File: src/rtl/dcache_pkg.sv
// dcache_pkg
// Shared definitions for the direct-mapped data cache:
//   - CPU access size encodings (SZ_B, SZ_H, SZ_W; 2'b11 behaves as a word)
//   - FSM state type and state constants
//   - helpers that derive the address field widths from the geometry
package dcache_pkg;

  localparam logic [1:0] SZ_B = 2'b00;
  localparam logic [1:0] SZ_H = 2'b01;
  localparam logic [1:0] SZ_W = 2'b10;

  typedef logic [1:0] state_t;
  localparam state_t ST_IDLE   = 2'd0;
  localparam state_t ST_REFILL = 2'd1;
  localparam state_t ST_WRITE  = 2'd2;

  // Byte offset inside a 32-bit word.
  localparam int OFFSET_W = 2;

  function automatic int word_sel_w(input int line_words);
    return $clog2(line_words);
  endfunction

  function automatic int index_w(input int num_lines);
    return $clog2(num_lines);
  endfunction

  function automatic int tag_w(input int num_lines, input int line_words);
    return 32 - OFFSET_W - $clog2(line_words) - $clog2(num_lines);
  endfunction

endpackage

File: src/rtl/dcache_lane_align.sv
// dcache_lane_align
// Combinational byte-lane logic shared by the load and store paths.
// Ports:
//   size, is_unsigned, byte_off : access size, zero-extend flag, addr[1:0]
//   rd_word     -> ld_data      : 32-bit word in, extracted/extended load value out
//   st_data_in  -> st_data_out  : right-aligned store data in, lane-replicated data out
//   st_be                       : byte enables for the store
module dcache_lane_align
  import dcache_pkg::*;
(
  input  logic [1:0]  size,
  input  logic        is_unsigned,
  input  logic [1:0]  byte_off,
  input  logic [31:0] rd_word,
  output logic [31:0] ld_data,
  input  logic [31:0] st_data_in,
  output logic [31:0] st_data_out,
  output logic [3:0]  st_be
);

  logic [7:0]  sel_byte;
  logic [15:0] sel_half;

  always_comb begin
    case (byte_off)
      2'd0:    sel_byte = rd_word[7:0];
      2'd1:    sel_byte = rd_word[15:8];
      2'd2:    sel_byte = rd_word[23:16];
      default: sel_byte = rd_word[31:24];
    endcase
    // Halves are always aligned here, so only addr[1] picks the half.
    sel_half = byte_off[1] ? rd_word[31:16] : rd_word[15:0];

    case (size)
      SZ_B:    ld_data = {{24{~is_unsigned & sel_byte[7]}}, sel_byte};
      SZ_H:    ld_data = {{16{~is_unsigned & sel_half[15]}}, sel_half};
      default: ld_data = rd_word;
    endcase
  end

  // Replicating the data onto every lane lets the byte enables alone pick
  // the target bytes, both for memory and for the cached-word merge.
  always_comb begin
    case (size)
      SZ_B: begin
        st_data_out = {4{st_data_in[7:0]}};
        st_be       = 4'b0001 << byte_off;
      end
      SZ_H: begin
        st_data_out = {2{st_data_in[15:0]}};
        st_be       = 4'b0011 << byte_off;
      end
      default: begin
        st_data_out = st_data_in;
        st_be       = 4'b1111;
      end
    endcase
  end

endmodule

File: src/rtl/dcache_dm.sv
// dcache_dm
// Direct-mapped, write-through, no-write-allocate data cache.
// Ports:
//   clock, reset (async, active-low)
//   cpu_req/we/size/unsigned/addr/wdata : CPU access, held stable while stalled
//   cpu_rdata, cpu_stall, cpu_misalign  : CPU response
//   mem_req/we/addr/wdata/be            : backing-memory beat request
//   mem_rdata, mem_ack                  : backing-memory beat completion
module dcache_dm
  import dcache_pkg::*;
#(
  parameter int NUM_LINES  = 16,
  parameter int LINE_WORDS = 4
) (
  input  logic        clock,
  input  logic        reset,
  input  logic        cpu_req,
  input  logic        cpu_we,
  input  logic [1:0]  cpu_size,
  input  logic        cpu_unsigned,
  input  logic [31:0] cpu_addr,
  input  logic [31:0] cpu_wdata,
  output logic [31:0] cpu_rdata,
  output logic        cpu_stall,
  output logic        cpu_misalign,
  output logic        mem_req,
  output logic        mem_we,
  output logic [31:0] mem_addr,
  output logic [31:0] mem_wdata,
  output logic [3:0]  mem_be,
  input  logic [31:0] mem_rdata,
  input  logic        mem_ack
);

  localparam int WSEL_W = word_sel_w(LINE_WORDS);
  localparam int IDX_W  = index_w(NUM_LINES);
  localparam int TAG_W  = tag_w(NUM_LINES, LINE_WORDS);
  localparam logic [WSEL_W-1:0] LAST_BEAT = WSEL_W'(LINE_WORDS - 1);

  logic [WSEL_W-1:0] word_sel;
  logic [IDX_W-1:0]  index;
  logic [TAG_W-1:0]  tag;

  state_t            state_q, state_d;
  logic [WSEL_W-1:0] count_q, count_d;
  logic [NUM_LINES-1:0] valid_q, valid_d;

  logic [31:0]      data_q [NUM_LINES*LINE_WORDS];
  logic [TAG_W-1:0] tag_q  [NUM_LINES];

  logic                    data_we;
  logic [IDX_W+WSEL_W-1:0] data_waddr;
  logic [31:0]             data_wdata;
  logic                    tag_we;

  logic        hit;
  logic        misalign;
  logic        access;
  logic [31:0] rd_word;
  logic [31:0] ld_data;
  logic [31:0] st_data;
  logic [3:0]  st_be;
  logic [31:0] merged_word;

  assign word_sel = cpu_addr[OFFSET_W +: WSEL_W];
  assign index    = cpu_addr[OFFSET_W+WSEL_W +: IDX_W];
  assign tag      = cpu_addr[31 -: TAG_W];

  assign rd_word  = data_q[{index, word_sel}];
  assign hit      = valid_q[index] && (tag_q[index] == tag);

  // Size 2'b11 shares the word alignment rule through size[1].
  assign misalign = cpu_req &&
                    (((cpu_size == SZ_H) && cpu_addr[0]) ||
                     (cpu_size[1] && (cpu_addr[1:0] != 2'b00)));
  assign access   = cpu_req && !misalign;

  dcache_lane_align u_lane_align (
    .size        (cpu_size),
    .is_unsigned (cpu_unsigned),
    .byte_off    (cpu_addr[1:0]),
    .rd_word     (rd_word),
    .ld_data     (ld_data),
    .st_data_in  (cpu_wdata),
    .st_data_out (st_data),
    .st_be       (st_be)
  );

  always_comb begin
    for (int i = 0; i < 4; i++) begin
      merged_word[8*i +: 8] = st_be[i] ? st_data[8*i +: 8] : rd_word[8*i +: 8];
    end
  end

  // Main control: IDLE serves hits combinationally and launches refills or
  // write-through beats; REFILL streams a whole line in, WRITE sends one beat.
  always_comb begin
    state_d      = state_q;
    count_d      = count_q;
    valid_d      = valid_q;
    data_we      = 1'b0;
    data_waddr   = {index, word_sel};
    data_wdata   = merged_word;
    tag_we       = 1'b0;
    mem_req      = 1'b0;
    mem_we       = 1'b0;
    mem_addr     = 32'h0;
    mem_wdata    = 32'h0;
    mem_be       = 4'b0000;
    cpu_stall    = 1'b0;
    cpu_rdata    = 32'h0;
    cpu_misalign = misalign;

    case (state_q)
      ST_IDLE: begin
        if (access) begin
          if (cpu_we) begin
            cpu_stall = 1'b1;
            state_d   = ST_WRITE;
          end else if (hit) begin
            cpu_rdata = ld_data;
          end else begin
            cpu_stall = 1'b1;
            count_d   = '0;
            state_d   = ST_REFILL;
          end
        end
      end

      ST_REFILL: begin
        cpu_stall = 1'b1;
        mem_req   = 1'b1;
        mem_addr  = {tag, index, count_q, 2'b00};
        if (mem_ack) begin
          data_we    = 1'b1;
          data_waddr = {index, count_q};
          data_wdata = mem_rdata;
          count_d    = count_q + 1'b1;
          // The line only becomes visible once every word has arrived.
          if (count_q == LAST_BEAT) begin
            valid_d[index] = 1'b1;
            tag_we         = 1'b1;
            state_d        = ST_IDLE;
          end
        end
      end

      ST_WRITE: begin
        mem_req   = 1'b1;
        mem_we    = 1'b1;
        mem_addr  = {cpu_addr[31:2], 2'b00};
        mem_wdata = st_data;
        mem_be    = st_be;
        cpu_stall = !mem_ack;
        if (mem_ack) begin
          // Only a resident line is updated; a store miss never allocates.
          data_we = hit;
          state_d = ST_IDLE;
        end
      end

      default: state_d = ST_IDLE;
    endcase
  end

  always_ff @(posedge clock or negedge reset) begin
    if (!reset) begin
      state_q <= ST_IDLE;
      count_q <= '0;
      valid_q <= '0;
    end else begin
      state_q <= state_d;
      count_q <= count_d;
      valid_q <= valid_d;
    end
  end

  // Data and tag storage carry no reset; the valid bits guard them.
  always_ff @(posedge clock) begin
    if (data_we) begin
      data_q[data_waddr] <= data_wdata;
    end
    if (tag_we) begin
      tag_q[index] <= tag;
    end
  end

endmodule
File: config.mk
export PLATFORM = sky130hd
export DESIGN_NAME = dcache_dm
export DESIGN_NICKNAME = d
export VERILOG_FILES = /design/src/rtl/dcache_pkg.sv /design/src/rtl/dcache_lane_align.sv /design/src/rtl/dcache_dm.sv
export SDC_FILE = /design/constraint.sdc
export NUM_CORES = 2
export LEC_CHECK = 0
export ABC_AREA = 1
export CORE_MARGIN = 2
export CORE_UTILIZATION = 31
export CTS_BUF_LIST = sky130_fd_sc_hd__clkbuf_8
export DETAILED_ROUTE_END_ITERATION = 12
export HOLD_SLACK_MARGIN = 0.12
export PLACE_DENSITY = 0.51
export REMOVE_ABC_BUFFERS = 1
export SLEW_MARGIN = 20
export SYNTH_ARGS = -nofsm -noshare
export SYNTH_HDL_FRONTEND = slang
export SYNTH_SLANG_ARGS = --single-unit
File: constraint.sdc
create_clock -name clock -period 9.5 [get_ports clock]
set_clock_uncertainty 0.1 [all_clocks]
set_input_delay 1.425 -clock clock [delete_from_list [all_inputs] [get_ports clock]]
set_output_delay 1.425 -clock clock [all_outputs]
set_load 0.005 [all_outputs]
==> results.py <==
metrics = {
    "synth": {
        "synthSimpleGateAreaFrac_pct": 14.0,
        "synth_top_cell_area_share_pct": 73.4,
        "synth.ff_latch_count": 2452,
        "synth_area_um2": 99500,
        "synthMuxAreaShare_pct": 0.0101,
        "synth_compound_area_share_pct": 9.38,
        "ys_warn_count": 0,
        "synthXorXnorAreaFrac_pct": 0,
        "synth_area_leaders": "edfxtp_1, nand2_1, o21ai_0, nor2_1, o22ai_1",
        "synth-edff-count": 2432,
        "yosys.area.top_type": "edfxtp_1",
        "synthFlopType": "edfxtp_1",
        "synth-adder-area-share_pct": 0.0629,
        "async_reset_ff_share_pct": 0.816,
        "synth_cell_types": 42,
        "seq_area_frac_synth_pct": 73.9,
        "syn_area_per_cell_um2": 11.8,
        "synth_top_family_by_area": "simple AND/OR/NAND/NOR gates",
        "synth_cells": 8434,
    },
    "clock_tree": {
        "clk_transition_reported_paths_ps": 60,
        "cts_tree": "done",
        "ctsResizeCount": 0,
        "post-cts-setup-buffer-count": 0,
        "htreeDepth": 5,
        "numCtsBuffers": 403,
        "clock_path_buffers": 4,
        "cts_sinks": 2452,
        "postCtsHoldBufs": 0,
        "clockRootBuffer": "clkbuf_8",
        "clk_latency_ps": 1050,
    },
    "detailed_routing": {
        "wire_per_inst_um": 26.5,
        "dr.pass1.iters": 5,
        "drtAntennaViolNets": 0,
        "routed_via_density": 5.20,
        "drc": 0,
        "vias": 69189,
        "drtIter0Drc": 7234,
        "drt-total-wl_um": 352000,
    },
    "critical_path": {
        "cp-start-kind": "input pin",
        "r2r_slack_ps": 4580,
        "worstPathMaxFanout": 18,
        "crit_path_end_kind": "output pin",
        "crit_arrival_ps": 6910,
        "path_class": "in -> out",
        "worstPathRequired_ps": 7980,
    },
    "sta": {
        "rsz0062_at_grt": "no",
        "tightestPinTransition_ps": 1230,
        "slew_violations": 0,
        "hold_violations": 0,
        "finalCritPeriodShare_pct": 88.8,
        "relSlewSlack_pct": 16.9,
        "fmax_ghz": 0.119,
        "setup_tns_ps": 0,
        "holdWs_ps": 361,
        "setup_viol": 0,
        "fin_crit_ps": 8430,
    },
    "global_routing": {
        "grt_usage_pct": 20.9,
        "grt_pass1_vias": 65588,
        "grt_pass1_wl_um": 491000,
        "antenna_found_initial": 22,
        "grt_max_degree": 181,
        "gr-total-overflow": 0,
    },
    "die": {
        "start_util_pct": 31.2,
        "die_w_um": 570,
        "core_um2": 319000,
        "rows": 207,
        "ios": 208,
        "dieArea_um2": 325000,
        "die_height_um": 570,
    },
    "finish": {
        "final_common_cell": "edfxtp_1",
        "multi_input_area_um2": 24400,
        "num-fill-cells": 31170,
        "final_net_count": 8933,
        "drive_above_1_share_pct": 10.4,
        "final_cell_mix": "edfxtp_1, nand2_1, nor2_1",
        "syn_to_final_growth_pct": 16.3,
        "seqCellArea_um2": 73500,
    },
    "worst_hold_path": {
        "holdCritPathClass": "reg -> reg",
    },
    "pwr": {
        "p_leak_uw": 0.0398,
        "ir_drop_v": 0.000143,
        "p_per_area_nw_per_um2": 217,
    },
    "run_status": {
        "run_status": "completed",
    },
    "place": {
        "gp_congestion": 0.937,
        "portBuffers": 205,
        "dp_hpwl_um": 210000,
    },
    "run": {
        "drv_cap": 0,
    },
}
-- cells in the mapped netlist, types with 20 or more instances --
cell,n
edfxtp_1,2432
nand2_1,1857
nor2_1,1531
o21ai_0,1193
o22ai_1,422
clkbuf_1,350
inv_1,116
buf_2,103
nand3_1,95
a21oi_1,81
nand4_1,44
buf_1,41
or2_2,25
dfrtp_1,20
-- through the flow --
stage / power, uW / utilization, % / instance area [um^2] / setup WS, ps / cells
after detailed placement: 16700 / 34.0 / 108000 / 1160 / 12592
after global routing: 25900 / 36.3 / 116000 / 971 / 13305
after floorplan: 14700 / - / 97400 / -9530 / 7930
final: 25100 / 36.3 / 116000 / 1070 / 13311
after CTS: 25200 / 36.2 / 115000 / 1150 / 13293
after global placement: 16700 / 33.9 / 108000 / 637 / 12583
-- registers in the layout, summed over array words and instances, names as in the netlist --
name,cells
data_q,2048
valid_q,16
state_q,2
count_q,2
tag_q,384
-- per-layer routing --
metal | wire length, um | GRT usage, % | up-vias
met2 | 168000 | 34.6 | 2808
met3 | 23300 | 3.04 | 612
met5 | 67 | 0 | -
met4 | 18100 | 10.1 | 12
met1 | 142000 | 27.0 | 35038
li1 | - | - | 30719
-- final timing paths --
| path | from | cells after the start | endpoint |
|---|---|---|---|
| worst max-delay path | cpu_addr[6] | 17 | cpu_rdata[5] |
| worst min-delay path | valid_q[11] | 2 | valid_q[11] |
| worst max register to register | state_q[1] | 11 | data_q[62][21] |
| worst min register to register | valid_q[11] | 2 | valid_q[11] |
| max in group asynchronous | reset | 2 | state_q[0] |
| min in group asynchronous | reset | 2 | valid_q[0] |
-- logic make-up after synthesis --
logic type,count (synthesis)
and+or+nand+nor,3603
DFF,2452
AOI/OAI and AO/OA,1740
buffers and inverters,632
adders and majority gates,5
muxes,1
other,1
-- power breakdown --
group | leakage, uW | total [uW] | switching [uW] | internal (uW)
Sequential | 0.0222 | 13000 | 20.6 | 12900
Combinational | 0.0134 | 3650 | 2870 | 785
Clock | 0.00417 | 8520 | 4300 | 4220
-- worst max-delay path, cell delays in order --
cell and delay [ps]:
clkdlybuf4s50_1 570, inv_1 280, nor2_4 60, buf_12 170, buf_12 170, buf_4 270
nand2_1 170, clkinv_1 540, nand2_1 350, nand3_1 190, a21oi_1 520, nand3_1 530
o21ai_0 310, nor2_1 90, nor2_1 660, nor2_1 90, clkdlybuf4s50_1 480
-- area by class of cell --
| cell class | instances | share of cell area (%) |
|---|---|---|
| timing repair buffer | 489 | 4.16 |
| inverter | 127 | 0.433 |
| sequential | 2452 | 63.6 |
| tap | 4180 | 4.52 |
| clock buffer | 404 | 4.81 |
| multi-input combinational | 5351 | 21.1 |
| clock inverter | 297 | 1.37 |
| antenna | 11 | 0.0238 |
Note: power is estimated with default switching activity, not from simulation.
